===== src/rtl/riscv_pkg.sv =====
// riscv_pkg: shared widths and types for the register-file write-back path.
//   XLEN       - register data width
//   REG_ADDR_W - register index width
//   X0         - index of the hard-wired zero register
//   wb_entry_t - write-back entry layout {rd, data}
package riscv_pkg;

  localparam int XLEN       = 32;
  localparam int REG_ADDR_W = 5;

  localparam logic [REG_ADDR_W-1:0] X0 = '0;

  typedef struct packed {
    logic [REG_ADDR_W-1:0] rd;
    logic [XLEN-1:0]       data;
  } wb_entry_t;

endpackage


===== src/rtl/wb_fifo.sv =====
// wb_fifo: synchronous FIFO buffering memory-channel write-back entries.
//   clk, reset          - clock, synchronous active-high reset (flushes)
//   push/push_rd/_data  - enqueue an entry (caller guarantees !full)
//   pop                 - dequeue head (caller guarantees !empty)
//   head_rd/head_data   - oldest entry
//   count/full/empty    - occupancy
//   ent_vld/ent_rd      - per-slot valid mask and rd, for busy comparators
module wb_fifo #(
  parameter  int DEPTH  = 4,
  parameter  int RD_W   = 5,
  parameter  int DATA_W = 32,
  localparam int PTR_W  = $clog2(DEPTH),
  localparam int CNT_W  = PTR_W + 1
) (
  input  logic                         clk,
  input  logic                         reset,
  input  logic                         push,
  input  logic [RD_W-1:0]              push_rd,
  input  logic [DATA_W-1:0]            push_data,
  input  logic                         pop,
  output logic [RD_W-1:0]              head_rd,
  output logic [DATA_W-1:0]            head_data,
  output logic [CNT_W-1:0]             count,
  output logic                         full,
  output logic                         empty,
  output logic [DEPTH-1:0]             ent_vld,
  output logic [DEPTH-1:0][RD_W-1:0]   ent_rd
);

  logic [DEPTH-1:0][RD_W-1:0]   rd_q,   rd_d;
  logic [DEPTH-1:0][DATA_W-1:0] data_q, data_d;
  logic [DEPTH-1:0]             vld_q,  vld_d;
  logic [PTR_W-1:0]             wr_ptr_q, wr_ptr_d;
  logic [PTR_W-1:0]             rd_ptr_q, rd_ptr_d;
  logic [CNT_W-1:0]             cnt_q,  cnt_d;

  // Push and pop never address the same slot: pop needs count>0, push needs
  // count<DEPTH, so when both fire the pointers differ.
  always_comb begin
    rd_d     = rd_q;
    data_d   = data_q;
    vld_d    = vld_q;
    wr_ptr_d = wr_ptr_q;
    rd_ptr_d = rd_ptr_q;
    cnt_d    = cnt_q;
    if (push) begin
      rd_d[wr_ptr_q]   = push_rd;
      data_d[wr_ptr_q] = push_data;
      vld_d[wr_ptr_q]  = 1'b1;
      wr_ptr_d         = wr_ptr_q + 1'b1;  // power-of-2 depth: natural wrap
    end
    if (pop) begin
      vld_d[rd_ptr_q] = 1'b0;
      rd_ptr_d        = rd_ptr_q + 1'b1;
    end
    case ({push, pop})
      2'b10:   cnt_d = cnt_q + 1'b1;
      2'b01:   cnt_d = cnt_q - 1'b1;
      default: cnt_d = cnt_q;
    endcase
  end

  always_ff @(posedge clk) begin
    if (reset) begin
      rd_q     <= '0;
      data_q   <= '0;
      vld_q    <= '0;
      wr_ptr_q <= '0;
      rd_ptr_q <= '0;
      cnt_q    <= '0;
    end else begin
      rd_q     <= rd_d;
      data_q   <= data_d;
      vld_q    <= vld_d;
      wr_ptr_q <= wr_ptr_d;
      rd_ptr_q <= rd_ptr_d;
      cnt_q    <= cnt_d;
    end
  end

  assign head_rd   = rd_q[rd_ptr_q];
  assign head_data = data_q[rd_ptr_q];
  assign count     = cnt_q;
  assign full      = (cnt_q == CNT_W'(DEPTH));
  assign empty     = (cnt_q == '0);
  assign ent_vld   = vld_q;
  assign ent_rd    = rd_q;

endmodule


===== src/rtl/regfile_writeback.sv =====
// regfile_writeback: merges an ALU result channel and a buffered memory
// result channel onto the single register-file write port.
//   clk, reset                 - clock, synchronous active-high reset
//   alu_valid/ready/rd/data    - single-cycle ALU results (priority)
//   mem_valid/ready/rd/data    - load results, buffered in wb_fifo
//   write_reg/data, reg_write  - registered register-file write port
//   query_rs1/2, busy_rs1/2    - pending-write lookup for the hazard unit
//   fifo_count                 - memory buffer occupancy
module regfile_writeback #(
  parameter int XLEN       = riscv_pkg::XLEN,
  parameter int REG_ADDR_W = riscv_pkg::REG_ADDR_W,
  parameter int FIFO_DEPTH = 4
) (
  input  logic                          clk,
  input  logic                          reset,
  input  logic                          alu_valid,
  output logic                          alu_ready,
  input  logic [REG_ADDR_W-1:0]         alu_rd,
  input  logic [XLEN-1:0]               alu_data,
  input  logic                          mem_valid,
  output logic                          mem_ready,
  input  logic [REG_ADDR_W-1:0]         mem_rd,
  input  logic [XLEN-1:0]               mem_data,
  output logic [REG_ADDR_W-1:0]         write_reg,
  output logic [XLEN-1:0]               write_data,
  output logic                          reg_write,
  input  logic [REG_ADDR_W-1:0]         query_rs1,
  input  logic [REG_ADDR_W-1:0]         query_rs2,
  output logic                          busy_rs1,
  output logic                          busy_rs2,
  output logic [$clog2(FIFO_DEPTH):0]   fifo_count
);

  import riscv_pkg::*;

  localparam logic [REG_ADDR_W-1:0] RD_ZERO = REG_ADDR_W'(X0);

  logic                                 full, empty;
  logic                                 alu_fire, alu_wr, mem_fire, push, pop;
  logic [REG_ADDR_W-1:0]                head_rd;
  logic [XLEN-1:0]                      head_data;
  logic [FIFO_DEPTH-1:0]                ent_vld;
  logic [FIFO_DEPTH-1:0][REG_ADDR_W-1:0] ent_rd;

  logic [REG_ADDR_W-1:0] write_reg_q,  write_reg_d;
  logic [XLEN-1:0]       write_data_q, write_data_d;
  logic                  reg_write_q,  reg_write_d;

  // Ready only looks at registered occupancy, so there is no valid->ready path.
  assign alu_ready = !full;
  assign mem_ready = !full;

  assign alu_fire = alu_valid && alu_ready;
  assign alu_wr   = alu_fire && (alu_rd != RD_ZERO);
  assign mem_fire = mem_valid && mem_ready;
  assign push     = mem_fire && (mem_rd != RD_ZERO);
  // An rd=0 ALU handshake leaves the port free for the FIFO head. When full,
  // alu_ready is low so the pop is guaranteed and full lasts one cycle.
  assign pop      = !empty && !alu_wr;

  wb_fifo #(
    .DEPTH  (FIFO_DEPTH),
    .RD_W   (REG_ADDR_W),
    .DATA_W (XLEN)
  ) u_fifo (
    .clk       (clk),
    .reset     (reset),
    .push      (push),
    .push_rd   (mem_rd),
    .push_data (mem_data),
    .pop       (pop),
    .head_rd   (head_rd),
    .head_data (head_data),
    .count     (fifo_count),
    .full      (full),
    .empty     (empty),
    .ent_vld   (ent_vld),
    .ent_rd    (ent_rd)
  );

  always_comb begin
    write_reg_d  = write_reg_q;
    write_data_d = write_data_q;
    reg_write_d  = 1'b0;
    if (alu_wr) begin
      write_reg_d  = alu_rd;
      write_data_d = alu_data;
      reg_write_d  = 1'b1;
    end else if (pop) begin
      write_reg_d  = head_rd;
      write_data_d = head_data;
      reg_write_d  = 1'b1;
    end
  end

  always_ff @(posedge clk) begin
    if (reset) begin
      write_reg_q  <= '0;
      write_data_q <= '0;
      reg_write_q  <= 1'b0;
    end else begin
      write_reg_q  <= write_reg_d;
      write_data_q <= write_data_d;
      reg_write_q  <= reg_write_d;
    end
  end

  assign write_reg  = write_reg_q;
  assign write_data = write_data_q;
  assign reg_write  = reg_write_q;

  // Pending = buffered in the FIFO or sitting in the output register this
  // cycle. Handshakes in flight this cycle are deliberately not included.
  logic hit1, hit2;
  always_comb begin
    hit1 = reg_write_q && (write_reg_q == query_rs1);
    hit2 = reg_write_q && (write_reg_q == query_rs2);
    for (int i = 0; i < FIFO_DEPTH; i++) begin
      if (ent_vld[i] && (ent_rd[i] == query_rs1)) hit1 = 1'b1;
      if (ent_vld[i] && (ent_rd[i] == query_rs2)) hit2 = 1'b1;
    end
  end

  assign busy_rs1 = (query_rs1 != RD_ZERO) && hit1;
  assign busy_rs2 = (query_rs2 != RD_ZERO) && hit2;

endmodule


===== config.mk =====
export PLATFORM = sky130hd
export DESIGN_NAME = regfile_writeback
export DESIGN_NICKNAME = d
export VERILOG_FILES = /design/src/rtl/riscv_pkg.sv /design/src/rtl/wb_fifo.sv /design/src/rtl/regfile_writeback.sv
export SDC_FILE = /design/constraint.sdc
export NUM_CORES = 1
export LEC_CHECK = 0
export ABC_AREA = 1
export BUFFER_PORTS_ARGS = -buffer_cell sky130_fd_sc_hd__buf_4
export CAP_MARGIN = 10
export CORE_UTILIZATION = 58
export CTS_CLUSTER_SIZE = 25
export DETAILED_ROUTE_END_ITERATION = 7
export HOLD_SLACK_MARGIN = 0.1
export MAX_ROUTING_LAYER = met4
export PLACE_DENSITY = 0.78
export REMOVE_ABC_BUFFERS = 1
export SLEW_MARGIN = 0
export SYNTH_ARGS = -nofsm -noshare
export SYNTH_HDL_FRONTEND = slang
export SYNTH_SLANG_ARGS = --single-unit

===== constraint.sdc =====
create_clock -name clk -period 2.6 [get_ports clk]
set_input_delay 0.26 -clock clk [delete_from_list [all_inputs] [get_ports clk]]
set_output_delay 0.26 -clock clk [all_outputs]
set_load 0.01 [all_outputs]

Yosys cells after proc, flatten, opt, wreduce, memory -nomap -nowiden
Index checks and enable logic that the tools add are counted.
- logic and storage cells: 99
- input port bits: 88
- output and inout bits: 45
- flip-flop bits (word level): 197
- reductions and logical operators: 29
- order comparisons: 4
- add/sub/neg operators: 4
- multiplexer cells: 31
- bitwise logic cells: 3
- equal/unequal tests: 13
- operators with widths (operator ; count):
    $bwmux W128 ; 1
    $mux W32 ; 4
    $bmux W32 S2 ; 1
    $demux W32 S2 ; 1
    $eq A5 B5 Y1 ; 10
    $bwmux W20 ; 1
    $mux W5 ; 4
    $reduce_bool A5 Y1 ; 4
    $logic_and A1 B1 Y1 ; 19
    $mux W1 ; 12
    $bmux W5 S2 ; 1
    $demux W5 S2 ; 1
    $mux W4 ; 2
    $lt A2 B3 Y1 const B ; 2
    $pmux W3 S2 ; 1
    $add A2 B1 Y2 const B ; 2
    $and A4 B4 Y4 ; 1
    $demux W1 S2 ; 2
    $ge A2 B1 Y1 const B ; 2
    $not A4 Y4 ; 1
    $or A4 B4 Y4 ; 1
    $reduce_bool A2 Y1 ; 2
    $add A3 B1 Y3 const B ; 1
    $eq A3 B3 Y1 const B ; 1
    5 further kinds ; 7

Depth between registers and ports, before layout
Gate-level depths: netlist of run 1.
- depth in word-level cells: 8
- gate-level depth with buffers: 12
- gate-level depth less buffers: 11

Cells and area by module
A second synthesis of run 1 with hierarchy kept.
- cell total of the unflattened synthesis: 1461
- area, all modules: 9654.3 µm²
- modules (own cells, without submodules) (module ; area each (µm²) ; cells an instance ; instances):
    wb_fifo ; 6795.3 ; 921 ; 1
    regfile_writeback ; 2859.0 ; 540 ; 1

Worst setup path after synthesis of run 1
Ideal clock, no wire load.
- kind: flip-flop to flip-flop
- from: reg u_fifo.cnt_q[0], in the netlist u_fifo.count[0]
- to: reg u_fifo.cnt_q[2], in the netlist u_fifo.count[2]
- cell stages (with the launch flop): 12
- buffers on the path: 1
- setup slack: 0.384 ns
- period minus slack after synthesis: 2.216 ns
- arrival time: 2.078 ns
- library setup time: 0.137 ns
- path through: dfxtp_1 > nor2_4 > a21boi_4 > nand2_4 > buf_6 > nand2_2 > inv_1 > ha_1 > fa_1 > o21a_1 > o21ai_0 > a21oi_1
- cells in the longest elaborated chain, start to end: 8
- ends and longest elaborated chain (item ; line ; source):
    start, declared ; wb_fifo.sv:35 ; logic [CNT_W-1:0] cnt_q, cnt_d;
    start signal, assigned ; wb_fifo.sv:77 ; cnt_q <= cnt_d;
    $eq A3 B3 Y1 ; wb_fifo.sv:84 ; assign full = (cnt_q == CNT_W'(DEPTH));
    $logic_not A1 Y1 ; regfile_writeback.sv:50, regfile_writeback.sv:51 ;
    $logic_and A1 B1 Y1 ; regfile_writeback.sv:53 ; assign alu_fire = alu_valid && alu_ready;
    $logic_and A1 B1 Y1 ; regfile_writeback.sv:54 ; assign alu_wr = alu_fire && (alu_rd != RD_ZERO);
    $logic_not A1 Y1 ; regfile_writeback.sv:59 ; assign pop = !empty && !alu_wr;
    $logic_and A1 B1 Y1 ; regfile_writeback.sv:59 ;
    $eq A2 B1 Y1 / $eq A2 B2 Y1 (equally long branches) ; wb_fifo.sv:56 ; case ({push, pop})
    $pmux W3 S2 / $reduce_bool A2 Y1 (equally long branches) ; -- ;
Parallel ways exist; a longest one is shown, timed or not.
A chain may end at the register's enable or synchronous reset.

Worst setup path in the final report of run 1
Same ends and word-level chain as after synthesis.

==> results of run 1 <==
==> layout by cell type (no fill, tap or decap), types with 4 or more instances in the layout <==
cell type,n
a21oi_1,198
buf_12,7
buf_4,145
clkbuf_16,17
clkinvlp_4,4
dfxtp_1,195
dlygate4sd3_1,15
ha_1,9
inv_1,122
inv_2,6
nand2_1,365
nand3_1,133
nand3_2,4
nor2_1,97
o21ai_0,176
xor2_1,6
==> where the power goes <==
part	total, µW	switching [µW]	internal [µW]
combinational	3720	2400	1320
sequential	3750	276	3470
clock	2820	1250	1570
total	10300	3930	6360
==> tightest hold or removal path, delay by kind of cell <==
kind / cells / cell delay (ps)
buffers and inverters: 1 / 80
AND/OR/NAND/NOR: 4 / 170
==> cells by family after synthesis <==
family / after synthesis / share of synthesized area [%]
xor gates and xnor gates: 6 / 0.5435
buffers and inverters: 226 / 10.88
AOI/OAI and AO/OA: 382 / 20.13
and+or+nand+nor: 610 / 26.28
adders and majority gates: 10 / 1.372
DFF: 197 / 40.79
==> cell type report <==
cell class	count	area share, %
repair buffers	167	12.10
multi-input cells	1008	40.99
well taps	216	2.371
clock inverters	14	1.701
flip-flops and latches	197	34.64
inverters	130	4.346
clock buffers	18	3.852
==> Yosys cell counts <==
master / n
clkinv_1: 1
inv_1: 122
a21oi_1: 198
o21a_1: 3
fa_1: 1
inv_2: 5
nor2_4: 1
buf_2: 34
ha_1: 9
inv_6: 1
o21ai_1: 3
a21boi_4: 2
nand2_1: 365
nor2_8: 1
inv_4: 1
buf_1: 2
nand3_2: 4
nand2_2: 3
nand3b_2: 1
o21ai_0: 176
nand2_4: 2
clkbuf_1: 36
buf_4: 7
nor2_1: 97
nand3_1: 133
xor2_1: 6
buf_6: 17
nor3_1: 2
dfxtp_1: 197
nand3b_1: 1
==> through the flow <==
stage | TNS (ps) | hold slack [ps] | total power [µW] | std cells | setup slack [ps]
2_1_floorplan | -30750 | 329.1 | 6004 | 1335 | -1182
3_3_place_gp | 0 | 432.1 | 7375 | 1703 | 484.4
3_5_place_dp | 0 | 438.5 | 7448 | 1703 | 390.1
4_1_cts | 0 | 101.2 | 10260 | 1750 | 373.4
5_1_grt | 0 | 101.4 | 10880 | 1750 | 223.2
6_report | 0 | 104.3 | 10290 | 1750 | 370.7
==> metal layers <==
layer  GRT usage (%)  wire [µm]  share of wire [%]  vias up
li1                -          -                  -     4811
met1           40.38      11880                 43     4458
met2           54.91      13330                 48      395
met3           4.823       1717                6.2       47
met4           11.76        625                2.3        0
met5               -          0                  0        -
==> timing repair <==
action / CTS / global route
endpoints found under the hold margin: 15 / 0
buffers inserted: 0 / 0
hold buffers: 15 / 0
gates resized for setup: 0 / 0
==> worst paths after layout <==
kind	startpoint	cells past startpoint	endpoint
setup reg to reg	u_fifo.count[0]	11	u_fifo.count[2]
hold reg to reg	u_fifo.data_q[11]	2	u_fifo.data_q[11]
setup / recovery	u_fifo.count[0]	11	u_fifo.count[2]
hold / removal	alu_data[29]	5	write_data[29]
==> results_dict.tcl, run 1 <==
set metrics [dict create \
    synth_area_per_cell_um2 6.757 \
    diodes 0 \
    grt_max_degree 115 \
    ys_types 30 \
    synth_top_area_share_pct 40.79 \
    initialDrtViolationCount 1049 \
    drive_above_1_share_pct 13.56 \
    grt_pass1_wl_mm 44.73 \
    cp.arrival_ps 2600 \
    fill_cells 1396 \
    tightest_slew_ps 877.8 \
    htree_levels 4 \
    p_leak_uw 0.005017 \
    viasPerCell 5.549 \
    required_ps 2970 \
    fp.dieW_um 131.1 \
    core_um2 16060 \
    fin_crit_sh_pct 85.74 \
    num_rows 46 \
    ys_seq_area_share_pct 40.79 \
    die_area_um2 17190 \
    register_area_um2 3949 \
    ir_drop_v 0.0006068 \
    setup_viol 0 \
    overflow 0 \
    cellPowerDensity_nw_per_um2 902.3 \
    largest_reg_flops 128 \
    cts_tree "built" \
    drv_slew 0 \
    crit_family "compound AO/OA/AOI/OAI gates" \
    finish.utilization_pct 70.99 \
    grtUsageTotal_pct 32.89 \
    worstSetupPathType "flop to flop" \
    slowest_delay_ps 470 \
    stdcell_area_um2 11400 \
    clk_path_buf_depth 2 \
    critPathBufInv 1 \
    clock_latency_ps 440 \
    skew_ps 11.99 \
    drv_cap 0 \
    netlist_top_cells_area "dfxtp_1, nand2_1, a21oi_1, o21ai_0, nand3_1" \
    nets 1619 \
    route.detailed.drc 0 \
    place_congestion 0.9804 \
    yosysTopAreaCell "dfxtp_1" \
    regToRegSetupSlack_ps 370 \
    finalHoldViolCount 0 \
    ys_ff_latch 197 \
    syn_inst 1431 \
    multiInputGateArea_um2 4673 \
    drt-wirelength-per-cell_um 15.75 \
    synth_area_um2 9669 \
    path_clk_slew_ps 70 \
    area_growth_syn_to_layout_pct 17.90 \
    drt-total-wl_mm 27.56 \
    postRouteAntennaNets 0 \
    cts-root-buf "clkbuf_16" \
    initial_utilization_pct 60.22 \
    top_register "u_fifo.data_q" \
    vias 9711 \
    clock.fmax_ghz 0.4486 \
    yosysWarningCount 0 \
    crit_top_cell "a21oi_1" \
    dp_hpwl_mm 17.30 \
    endpoint_kind "flop" \
    maxSlewHeadroom_pct 41.42 \
    startpoint_type "flop" \
    ios 133 \
    die_height_um 131.1 \
    path_cells "nor2_4, a21boi_4, nand2_4, nand2_2, inv_1, ha_1, fa_1, a21oi_1, o21a_1, o21ai_0, a21oi_1" \
    final.min_clock_period_ps 2229 \
    cts_buffers 17 \
    post_dp_cell_area_um2 10620 \
    grt_pass1_vias 9076 \
    clock_sinks 197 \
    antenna_found_initial 0 \
    drtPass1Iterations 5 \
    io_buffers 132 \
    rsz0062_at_grt "false" \
    status "complete, no violations" \
    crit_fanout 9 \
    slowest_stage "dfxtp_1" \
    hold_class "primary input to flop" \
]
Note: power is estimated with default switching activity, not from simulation.
==> inputs of run 2 (changes only) <==
Settings changed: CELL_PAD_IN_SITES_DETAIL_PLACEMENT from default to 1, CELL_PAD_IN_SITES_GLOBAL_PLACEMENT from default to 1, CORE_UTILIZATION 58 to 41, RECOVER_POWER from default to 25.
==> results_dict.tcl, run 2 (same netlist as run 1, synthesis figures left out) <==
set metrics [dict create \
    ir_drop_v 0.0004777 \
    slowest_delay_ps 910 \
    endpoint_kind "flop" \
    die_height_um 155.6 \
    holdWs_ps 104.2 \
    postCtsSetupBuffers 0 \
    power_switching_uw 4120 \
    viasPerCell 5.267 \
    tightest_slew_ps 1130 \
    final_cell_mix "nand2_1, a21oi_1, dfxtp_1" \
    r2r_cells 5 \
    cts_resized 0 \
    route.detailed.drc 0 \
    num_rows 55 \
    clock.fmax_ghz 0.4160 \
    place_congestion 0.9499 \
    final_common_cell "nand2_1" \
    ios 133 \
    drt-wirelength-per-cell_um 17.34 \
    hold_buffers 25 \
    drv_cap 0 \
    clock_power_share_pct 26.0 \
    required_ps 2910 \
    rr_endpoint "u_fifo.rd_ptr_q[1]" \
    clock_sinks 197 \
    path_cells "inv_1, clkbuf_2, ha_1, o21ai_0, a21oi_1" \
    rsz0062_at_grt "false" \
    worstSetupPathType "flop to flop" \
    htree_levels 4 \
    cellPowerDensity_nw_per_um2 884.5 \
    hold_class "primary input to flop" \
    finish.utilization_pct 49.60 \
    top_register "u_fifo.data_q" \
    p_leak_uw 0.004859 \
    grt_max_degree 81 \
    grt_pass1_vias 10115 \
    final.min_clock_period_ps 2404 \
    grt_pass1_wl_mm 52.13 \
    core_um2 22920 \
    hold_depth 5 \
    vias 9801 \
    rr_startpoint "u_fifo.rd_ptr_q[0]" \
    skew_ps 12.50 \
    area_growth_syn_to_layout_pct 17.55 \
    cp.arrival_ps 2710 \
    regToRegSetupSlack_ps 200 \
    drive_above_1_share_pct 10.85 \
    initialDrtViolationCount 577 \
    finalHoldViolCount 0 \
    largest_reg_flops 128 \
    initial_utilization_pct 42.19 \
    crit_family "flip-flops" \
    die_area_um2 24200 \
    crit_fanout 40 \
    overflow 0 \
    status "complete, no violations" \
    min_delay_worst_endpoint "write_data[19]" \
    clock_latency_ps 440 \
    worstHoldStart "alu_data[19]" \
    cts_buffers 17 \
    drt-total-wl_mm 32.27 \
    diodes 0 \
    maxSlewHeadroom_pct 24.69 \
    startpoint_type "flop" \
    grtUsageTotal_pct 28.13 \
    critPathBufInv 2 \
    fin_crit_sh_pct 92.46 \
    postRouteAntennaNets 0 \
    cts_tree "built" \
    io_buffers 132 \
    clk_path_buf_depth 2 \
    tns_ps 0 \
    dp_hpwl_mm 20.93 \
    drv_slew 0 \
    switching_share_pct 40.98 \
    fp.dieW_um 155.6 \
    seqPwrFrac_pct 38.2 \
    cts-root-buf "clkbuf_16" \
    p_int_uw 5933 \
    drtPass1Iterations 5 \
    antenna_found_initial 0 \
    comb_power_share_pct 35.8 \
    nets 1633 \
    slowest_stage "dfxtp_2" \
    path_clk_slew_ps 80 \
    setup_viol 0 \
]
[run 2: cell count changes in the layout (fill, tap and decap cells not counted), moves of 2 or more]
| cell | previous run | this run |
|---|---|---|
| clkinv_2 | 0 | 2 |
| buf_12 | 7 | 3 |
| buf_4 | 145 | 106 |
| clkinvlp_4 | 4 | 2 |
| clkbuf_2 | 0 | 4 |
| inv_6 | 3 | 5 |
| clkbuf_1 | 0 | 43 |
| bufinv_16 | 3 | 0 |
| dlygate4sd3_1 | 15 | 25 |
[run 2: layout make-up]
cell class                      count  area (µm²)
Clock inverter                     14       136.4
Sequential cell                   197        3946
Clock buffer                       18       439.2
Tap cell                          313       391.6
Fill cell                        3047       11550
Inverter                          130       496.7
Multi-Input combinational cell   1008        4668
Timing Repair Buffer              181        1287
[run 2: power groups by stage]
stage,combinational [µW],clock (µW),sequential [µW]
after floorplan,2000,0,4010
after global placement,3610,0,3890
after detailed placement,3710,0,3900
after CTS,3790,2650,3840
after global routing,4040,2790,3890
final,3600,2610,3840
[run 2: how the worst max path moves through the flow]
stage,depth (start not counted),start,endpoint
CTS,9,u_fifo.count[0],u_fifo.count[2]
detailed placement,9,u_fifo.count[0],u_fifo.count[2]
global placement,9,u_fifo.count[0],u_fifo.count[2]
floorplan,4,u_fifo.rd_ptr_q[0],u_fifo.rd_ptr_q[1]
finish,5,u_fifo.rd_ptr_q[0],u_fifo.rd_ptr_q[1]
global route,8,mem_rd[2],u_fifo.ent_rd[15]
[run 2: through the flow]
stage	std cells	setup slack (ps)	area, µm²	power [µW]
floorplan	1335	-1182	9112	6004
global placement	1804	512.2	10720	7498
detailed placement	1804	270.5	10720	7616
CTS	1861	243.9	11540	10280
global route	1861	53.05	11370	10710
finish	1861	196.0	11370	10050
[run 2: worst register-to-register path, cell delays in order (launching register included)]
cell	delay, ps
dfxtp_2	910
inv_1	160
clkbuf_2	460
ha_1	460
o21ai_0	200
a21oi_1	90
[run 2: per-layer routing]
metal / track usage, % / wire (µm) / part of all wire, %
met1: 33.98 / 14750 / 46
met2: 48.30 / 15710 / 49
met3: 3.806 / 1218 / 3.8
met4: 9.197 / 597 / 1.8
met5: - / 0 / 0
==> inputs of run 3 (changes only) <==
Settings changed: RECOVER_POWER 25 to default.
==> results_dict.tcl, run 3 (same netlist as run 1, synthesis figures left out) <==
set metrics [dict create \
    status "complete, no violations" \
    grtUsageTotal_pct 28.13 \
    area_growth_syn_to_layout_pct 19.40 \
    dp.cells 1804 \
    finalHoldViolCount 0 \
    fp.dieW_um 155.6 \
    p_leak_uw 0.005034 \
    cp-startpoint "u_fifo.count[0]" \
    clk_path_buf_depth 2 \
    overflow 0 \
    ios 133 \
    postRouteAntennaNets 0 \
    grt_pass1_wl_mm 52.13 \
    core_um2 22920 \
    ir_drop_v 0.0004870 \
    post_dp_cell_area_um2 10720 \
    nets 1633 \
    final.min_clock_period_ps 2334 \
    rsz0062_at_grt "false" \
    worstSetupPathType "flop to flop" \
    fin_cells 1861 \
    drv_slew 0 \
    final_common_cell "nand2_1" \
    tightest_slew_ps 954.5 \
    diodes 0 \
    die_area_um2 24200 \
    hold_class "primary input to flop" \
    postCtsSetupBuffers 0 \
    die_height_um 155.6 \
    htree_levels 4 \
    p_int_uw 6098 \
    top_register "u_fifo.data_q" \
    grt_max_degree 81 \
    cellPowerDensity_nw_per_um2 885.1 \
    grt_pass1_vias 10115 \
    cts_tree "built" \
    drv_cap 0 \
    maxSlewHeadroom_pct 36.37 \
    viasPerCell 5.263 \
    cts-root-buf "clkbuf_16" \
    cp.arrival_ps 2690 \
    fin_ws_ps 266.3 \
    skew_ps 11.94 \
    place_congestion 0.9499 \
    num_rows 55 \
    setup_viol 0 \
    vias 9794 \
    clock_power_share_pct 25.6 \
    crit_fanout 6 \
    startpoint_type "flop" \
    antenna_found_initial 0 \
    worstHoldStart "alu_data[19]" \
    cts_buffers 17 \
    switching_share_pct 40.33 \
    drive_above_1_share_pct 13.70 \
    regToRegSetupSlack_ps 270 \
    initialDrtViolationCount 582 \
    power_switching_uw 4121 \
    route.detailed.drc 0 \
    p_total_uw 10220 \
    largest_reg_flops 128 \
    initial_utilization_pct 42.19 \
    fill_cells 3027 \
    comb_power_share_pct 36.8 \
    clock_latency_ps 440 \
    drtPass1Iterations 7 \
    clock.fmax_ghz 0.4285 \
    dp_hpwl_mm 20.93 \
    dp_slack_ps 270.5 \
    clock_sinks 197 \
    required_ps 2960 \
    final_cell_mix "nand2_1, a21oi_1, dfxtp_1" \
    rr_startpoint "u_fifo.count[0]" \
    io_buffers 132 \
    stdcell_area_um2 11540 \
    drt-total-wl_mm 32.30 \
    drt-wirelength-per-cell_um 17.36 \
    path_clk_slew_ps 80 \
    seqPwrFrac_pct 37.6 \
    fin_crit_sh_pct 89.76 \
    endpoint_kind "flop" \
]
## run 3: metrics by stage
step / TNS, ps / util, % / hold WS [ps]
CTS: 0 / 50.38 / 100.1
finish: 0 / 50.38 / 105.3
global route: 0 / 50.38 / 101.8
global placement: 0 / 46.78 / 432.7
detailed placement: 0 / 46.78 / 440.4
floorplan: -30750 / - / 329.1
## run 3: worst paths after layout
check                 endpoint  cells past startpoint
max            u_fifo.count[2]                      9
min             write_data[19]                      5
max reg2reg    u_fifo.count[2]                      9
min reg2reg  u_fifo.data_q[87]                      2
## run 3: power by group through the flow
stage	Clock, µW	Combinational [µW]	Sequential [µW]
2_1_floorplan	0	2000	4010
3_3_place_gp	0	3610	3890
3_5_place_dp	0	3710	3900
4_1_cts	2650	3790	3840
5_1_grt	2790	4210	3900
6_report	2610	3760	3840
## run 3: final cells by class
cell class,instances,area [µm²],area share [%]
multi-input combinational,1008,4673,40.48
sequential,197,3949,34.20
timing repair buffer,181,1459,12.64
inverter,130,496.7,4.303
clock buffer,18,439.2,3.804
tap,313,391.6,3.392
clock inverter,14,136.4,1.181
## run 3: worst max-delay path, stage by stage (launching register included)
cell and delay, ps:
dfxtp_1 450, nor2_4 100, a21boi_4 240, nand2_2 170
ha_1 290, fa_1 410, a21oi_1 160, o21a_1 180
o21ai_0 100, a21oi_1 160
## run 3: layer usage
metal	GRT usage, %	routed length, µm
met5	-	0
met4	9.197	575
met3	3.806	1226
met2	48.30	15850
met1	33.98	14650
## run 3: repair_timing
action,4_1_cts,5_1_grt
hold buffers,25,0
hold endpoints to repair,27,0
gates resized for setup,0,0
